===== config.mk =====
export PLATFORM = sky130hd
export DESIGN_NAME = dqn_target_update_scheduler
export DESIGN_NICKNAME = d
export VERILOG_FILES = /design/src/rtl/dqn_target_update_scheduler.sv
export SDC_FILE = /design/constraint.sdc
export NUM_CORES = 1
export LEC_CHECK = 0
export ABC_AREA = 1
export CAP_MARGIN = 20
export CORE_MARGIN = 2
export CORE_UTILIZATION = 25
export DETAILED_ROUTE_END_ITERATION = 6
export GPL_ROUTABILITY_DRIVEN = 1
export PLACE_DENSITY = 0.4
export REMOVE_ABC_BUFFERS = 1
export SLEW_MARGIN = 0
export SYNTH_ARGS = -nofsm -noshare
export SYNTH_HDL_FRONTEND = slang
export SYNTH_SLANG_ARGS = --single-unit

===== constraint.sdc =====
create_clock -name clk -period 2.01 [get_ports clk]
set_input_delay 0.5025 -clock clk [delete_from_list [all_inputs] [get_ports clk]]
set_output_delay 0.5025 -clock clk [all_outputs]
set_load 0.01 [all_outputs]

===== src/rtl/dqn_target_update_scheduler.sv =====
`default_nettype none
// ============================================================================
// Module      : dqn_target_update_scheduler
// Description : Interleaves target-network soft updates with main-network
//               training. Counts training steps and, every UPDATE_PERIOD
//               steps or on a forced request, withholds the training grant,
//               pulses an update request and waits for the update to finish.
// Revision    : 1.0 - initial release
// ============================================================================
module dqn_target_update_scheduler #(
    parameter int UPDATE_PERIOD      = 100,
    parameter int STEP_COUNTER_WIDTH = 16,
    parameter int TIMEOUT_CYCLES     = 8192
) (
    input  logic                          clk,
    input  logic                          rst_n,
    input  logic                          i_enable,
    input  logic                          i_train_start,
    input  logic                          i_train_step_done,
    input  logic                          i_force_update,
    input  logic                          i_update_done,
    output logic                          o_train_grant,
    output logic                          o_update_request,
    output logic                          o_update_busy,
    output logic [STEP_COUNTER_WIDTH-1:0] o_step_count,
    output logic [STEP_COUNTER_WIDTH-1:0] o_update_count,
    output logic                          o_timeout_error
);

    localparam int TIMER_W = 16;
    localparam logic [STEP_COUNTER_WIDTH-1:0] C_LAST_STEP =
        STEP_COUNTER_WIDTH'(UPDATE_PERIOD - 1);
    localparam logic [TIMER_W-1:0] C_TIMEOUT_LAST = TIMER_W'(TIMEOUT_CYCLES - 1);

    typedef enum logic [2:0] {
        ST_IDLE      = 3'd0,
        ST_TRAIN     = 3'd1,
        ST_REQ       = 3'd2,
        ST_WAIT_DONE = 3'd3,
        ST_ERROR     = 3'd4
    } state_t;

    state_t               r_state;
    state_t               w_next_state;
    logic                 r_in_flight;
    logic                 r_pending;
    logic                 w_pending_set;
    logic                 w_pending_next;
    logic [TIMER_W-1:0]   r_timer;
    logic                 w_step_last;

    assign w_step_last = (o_step_count == C_LAST_STEP);

    // Next-state decode and the pending-update flag's next value.
    always_comb begin
        w_next_state  = r_state;
        w_pending_set = 1'b0;
        if (r_state == ST_TRAIN) begin
            w_pending_set = i_force_update | (i_train_step_done & w_step_last);
        end
        case (r_state)
            ST_IDLE: begin
                if (i_enable) w_next_state = ST_TRAIN;
            end
            ST_TRAIN: begin
                if (!i_enable && !r_in_flight) begin
                    w_next_state = ST_IDLE;
                end else if (r_pending && !r_in_flight && !i_train_start) begin
                    w_next_state = ST_REQ;
                end
            end
            ST_REQ: begin
                w_next_state = ST_WAIT_DONE;
            end
            ST_WAIT_DONE: begin
                // A done arriving on the timeout cycle still counts as success.
                if (i_update_done) begin
                    w_next_state = i_enable ? ST_TRAIN : ST_IDLE;
                end else if (r_timer == C_TIMEOUT_LAST) begin
                    w_next_state = ST_ERROR;
                end
            end
            ST_ERROR: begin
                if (!i_enable) w_next_state = ST_IDLE;
            end
            default: begin
                w_next_state = ST_IDLE;
            end
        endcase
        if (r_state == ST_REQ) begin
            w_pending_next = 1'b0;
        end else begin
            w_pending_next = r_pending | w_pending_set;
        end
    end

    // State, bookkeeping and registered outputs (derived from next state so
    // they line up with the state they describe).
    always_ff @(posedge clk or negedge rst_n) begin
        if (!rst_n) begin
            r_state          <= ST_IDLE;
            r_in_flight      <= 1'b0;
            r_pending        <= 1'b0;
            r_timer          <= '0;
            o_train_grant    <= 1'b0;
            o_update_request <= 1'b0;
            o_update_busy    <= 1'b0;
            o_step_count     <= '0;
            o_update_count   <= '0;
            o_timeout_error  <= 1'b0;
        end else begin
            r_state   <= w_next_state;
            r_pending <= w_pending_next;

            // A start in the same cycle as a done keeps the new step in flight.
            if (i_train_start && o_train_grant) begin
                r_in_flight <= 1'b1;
            end else if (i_train_step_done) begin
                r_in_flight <= 1'b0;
            end

            if (r_state == ST_TRAIN && i_train_step_done) begin
                o_step_count <= w_step_last ? '0 : o_step_count + 1'b1;
            end

            if (r_state == ST_WAIT_DONE) begin
                r_timer <= r_timer + 1'b1;
            end else begin
                r_timer <= '0;
            end

            if (r_state == ST_WAIT_DONE && i_update_done) begin
                o_update_count <= o_update_count + 1'b1;
            end

            if (r_state == ST_WAIT_DONE && w_next_state == ST_ERROR) begin
                o_timeout_error <= 1'b1;
            end else if (r_state == ST_ERROR && w_next_state == ST_IDLE) begin
                o_timeout_error <= 1'b0;
            end

            o_train_grant    <= (w_next_state == ST_TRAIN) && !w_pending_next;
            o_update_request <= (w_next_state == ST_REQ);
            o_update_busy    <= (w_next_state == ST_REQ) || (w_next_state == ST_WAIT_DONE);
        end
    end

endmodule
`default_nettype wire


### Word level (Yosys, flattened, before mapping)

Index checks and enable logic that the tools add are counted.

* add/sub/neg operators: 3
* equality and inequality tests: 10
* mux-type cells: 16
* bitwise operators: 3
* reduce and logical (&&, ||, !) cells: 18

Operator list (number)
* adder 16 x 1 -> 16 bit, second input constant: 3
* 2-to-1 mux 16 bit: 2
* 2-to-1 mux 3 bit: 6
* == test 16 x 13 -> 1 bit, second input constant: 1
* == test 16 x 7 -> 1 bit, second input constant: 1
* case mux 3 bit (5 select lines): 1
* == test 3 x 2 -> 1 bit, second input constant: 4
* logical AND 1 bit: 9
* 2-to-1 mux 1 bit: 7
* == test 3 x 1 -> 1 bit, second input constant: 2
* == test 3 bit, second input constant: 2
* logical NOT 3 bit: 2
* logical NOT 1 bit: 4
* nonzero test 2 bit: 2
* OR 1 bit: 2
* AND 1 bit: 1
* logical OR 1 bit: 1

* flip-flop bits (word level): 57
* input port bits: 7
* output and inout bits: 36
* word-level logic and storage cells: 60

### Logic depth before layout (Yosys ltp)

* word-level depth: 10
* mapped depth: 10
* depth with buffers taken out: 10

### Least setup slack after synthesis

Ideal clock, no wire load.

* kind: register to register
* start point: register o_step_count[0]
* end point: register o_step_count[8]
* library setup time: 0.123 ns
* data arrival time: 1.339 ns
* data required time: 1.887 ns
* path slack: 0.548 ns
* cell stages (with the launch flop): 8
* buffers on the path: 0
* clock period less this slack: 1.462 ns
* path through: dfrtp_1 ha_1 nand2_1 inv_1 nand4_1 nor2_1 nand3_1 xor2_1

* word-level cells in the longest chain between the ends: 2
* elaborated cells between the ends (all ways): 3
* those cells by class: add/sub: 1; eq/ne: 1; mux: 1

RTL lines
* start, declared: RTL line 25 `output logic [STEP_COUNTER_WIDTH-1:0] o_step_count,`
* start signal, assigned: RTL line 123 `o_step_count <= w_step_last ? '0 : o_step_count + 1'b1;`
* adder 16 x 1 -> 16 bit or == test 16 x 7 -> 1 bit (tied branches): RTL line 123, 52
* 2-to-1 mux 16 bit *: RTL line 123

Mark *: on every way between the ends. The rest lies on a longest branch, timed or not.
A chain may end at the register's enable or synchronous reset.

### Final worst setup path

* start point: register o_step_count[7]
* end point: output port o_step_count[7]

No word-level cell between the ends.

==> impl_metrics.json <==
{
  "core-area_sq_um": 12100,
  "yosys.area.top_type_share_pct": 46.0,
  "maxSlewHeadroom_pct": 63.3,
  "ys_warn_count": 0,
  "vias": 2680,
  "vias_per_cell": 4.26,
  "seq_power_share_pct": 38.0,
  "path_buf_inv": 1,
  "p_int_mw": 2.88,
  "comb_power_share_pct": 30.8,
  "clk_transition_reported_paths_ns": 0.05,
  "switching_share_pct": 35.1,
  "clock_path_buffers": 2,
  "finalHoldViolCount": 0,
  "cts_root_buffer": "clkbuf_16",
  "p_clk_share_pct": 31.2,
  "die_y_um": 115,
  "p_leak_nw": 1.84,
  "drt_iter0_drc": 137,
  "fillerInstances": 1313,
  "crit_slowest_cell": "clkdlybuf4s50_1",
  "fin_nets": 468,
  "cts_setup_buffers": 0,
  "synth_edf_count": 0,
  "cp_max_fo": 6,
  "ys_types": 28,
  "num_antenna_cells": 0,
  "synthCells": 399,
  "power.density_nw_per_um2": 1100,
  "numCtsBuffers": 9,
  "required_ns": 1.51,
  "dpl.hpwl_um": 5710,
  "drt-pass1-iter-count": 4,
  "path_class": "register to output port",
  "worstMarginPinSlew_ns": 0.546,
  "cts_max_level": 3,
  "arrival_ns": 1.41,
  "critPathTopFamily": "buffers and inverters",
  "period_minus_slack_ns": 1.91,
  "synthFlopType": "dfrtp_1",
  "grt_pass1_vias": 2674,
  "power.switching_mw": 1.56,
  "cp-end-kind": "output port",
  "fmax_mhz": 524,
  "ys_seq_elements": 57,
  "portBuffers": 42,
  "synthToLayoutAreaGrowth_pct": 30.6,
  "cts_tree": "done",
  "place_congestion": 0.756,
  "fin_setup_tns_ns": 0,
  "finalCritPeriodShare_pct": 95.0,
  "rows": 40,
  "drive_gt1_share_pct": 9.11,
  "finalSetupViolCount": 0,
  "yosysSeqAreaShare_pct": 46.0,
  "drv_cap": 0,
  "irDropWorstVdd_uv": 448,
  "grt_max_degree": 58,
  "min_path_type": "input port to async pin",
  "dp_cells": 615,
  "finish.utilization_pct": 33.6,
  "cts_hold_buf": 0,
  "grt_pass1_wl_um": 13200,
  "startpoint_type": "register",
  "grt_overflow": 0,
  "rsz0062_at_grt": "no",
  "syn_avg_cell_area_sq_um": 7.77,
  "grtUsageTotal_pct": 12.9,
  "finalClockSkew_ns": 0.00587,
  "slowest_delay_ns": 0.59,
  "final_max_slew_viol_count": 0,
  "clock_latency_ns": 0.33,
  "drc_errors": 0,
  "cts_resized": 0,
  "ys_async_sr_fraction_pct": 100,
  "cts.sinks": 57,
  "antenna_found_initial": 0,
  "pin_count": 43,
  "die_w_um": 115,
  "routed_wl_um": 7750,
  "holdWs_ns": 0.175,
  "synth_top_area_cell": "dfrtp_1",
  "synth_area_sq_um": 3100,
  "wl_per_cell_um": 12.3,
  "final_cells": 629,
  "crit_chain": "clkdlybuf4s50_1",
  "outcome": "completed",
  "die_area_sq_um": 13300,
  "initial_utilization_pct": 25.7,
  "detail-route-antenna-nets": 0,
  "synth_area_leaders": "dfrtp_1, nand2_1, inv_1"
}
[worst reg2reg max path, delay by kind of cell, from the launching register on]
kind          cells  cell delay (ns)
simple gates      4             0.57
flops             1             0.41
fa+ha+maj         1             0.32
xor+xnor          1             0.15
buf+inv           1             0.09
[metal layers]
layer  share of wire [%]  wire (um)  up-vias  GRT usage (%)
met5                   0          0        -              0
met4                 1.6        121        0           5.06
met3                 3.4        262        9           3.27
met2                  43       3330       47           19.0
met1                  52       4040     1222           18.0
li1                    -          -     1402              -
[state kept, by name (all words and copies together), names as in the netlist]
| name | flops |
|---|---|
| o_step_count | 16 |
| r_in_flight | 1 |
| o_train_grant | 1 |
| o_update_busy | 1 |
| r_pending | 1 |
| o_update_request | 1 |
| o_timeout_error | 1 |
| o_update_count | 16 |
| r_timer | 16 |
| r_state | 3 |
[placed cells by master, fill, tap and decap left out, types with 10 or more instances in the layout]
cell,instances
inv_1,58
nor2_1,46
nand4_1,15
xor2_1,10
dfrtp_1,57
nor3_1,13
a21oi_1,16
nand2_1,92
nand3_1,32
clkdlybuf4s50_1,41
o21ai_0,20
[power by group through the flow]
stage                     logic (mW)  clock network, mW  registers [mW]
after global routing            1.54               1.50            1.74
after detailed placement        1.38                  0            1.71
final                           1.37               1.39            1.69
after global placement          1.39                  0            1.71
after floorplan                0.642                  0            1.71
after CTS                       1.39               1.42            1.69
[per-stage QoR]
stage          setup slack [ns]  power, mW  cell area, sq um
2_1_floorplan             0.322       2.35              3080
3_3_place_gp             0.0733       3.10              3790
3_5_place_dp             0.0133       3.08              3790
4_1_cts                  0.0781       4.51              4050
5_1_grt                  0.0478       4.78              4050
6_report                  0.100       4.44              4050
[logic make-up after synthesis]
group           share of synthesized area, %
flops                                   46.0
simple gates                            33.2
xor+xnor                                4.24
buf+inv                                 8.03
fa+ha+maj                               1.21
compound gates                          7.30
[cell usage after synthesis, types with 3 or more instances]
cell type	instances
nor3_1	13
o21ai_0	20
a21oi_1	16
nand4_1	15
nand3_2	3
nand3_1	32
inv_1	58
xnor2_1	5
nor2_1	46
nor2_2	4
ha_1	3
inv_2	3
xor2_1	10
nand2_1	92
nor2_4	5
dfrtp_1	57
[final cells by class]
type	instances	area, sq um	share of cell area [%]
Clock buffer	14	264	6.52
Inverter	61	229	5.65
Multi-Input combinational cell	278	1430	35.2
Sequential cell	57	1430	35.2
Tap cell	168	210	5.19
Timing Repair Buffer	51	495	12.2
[worst paths after layout]
check | startpoint | to | slack [ns] | cells past startpoint
max in group asynchronous | rst_n | o_update_count[6] | 1.57 | 2
max | o_step_count[7] | o_step_count[7] | 0.10 | 1
min | rst_n | o_update_busy | 0.18 | 2
min reg2reg | r_timer[0] | r_timer[0] | 0.46 | 1
max reg2reg | o_step_count[1] | o_step_count[8] | 0.35 | 7
min in group clk | r_timer[0] | r_timer[0] | 0.46 | 1
No activity file was read; power rests on OpenSTA's default activity.
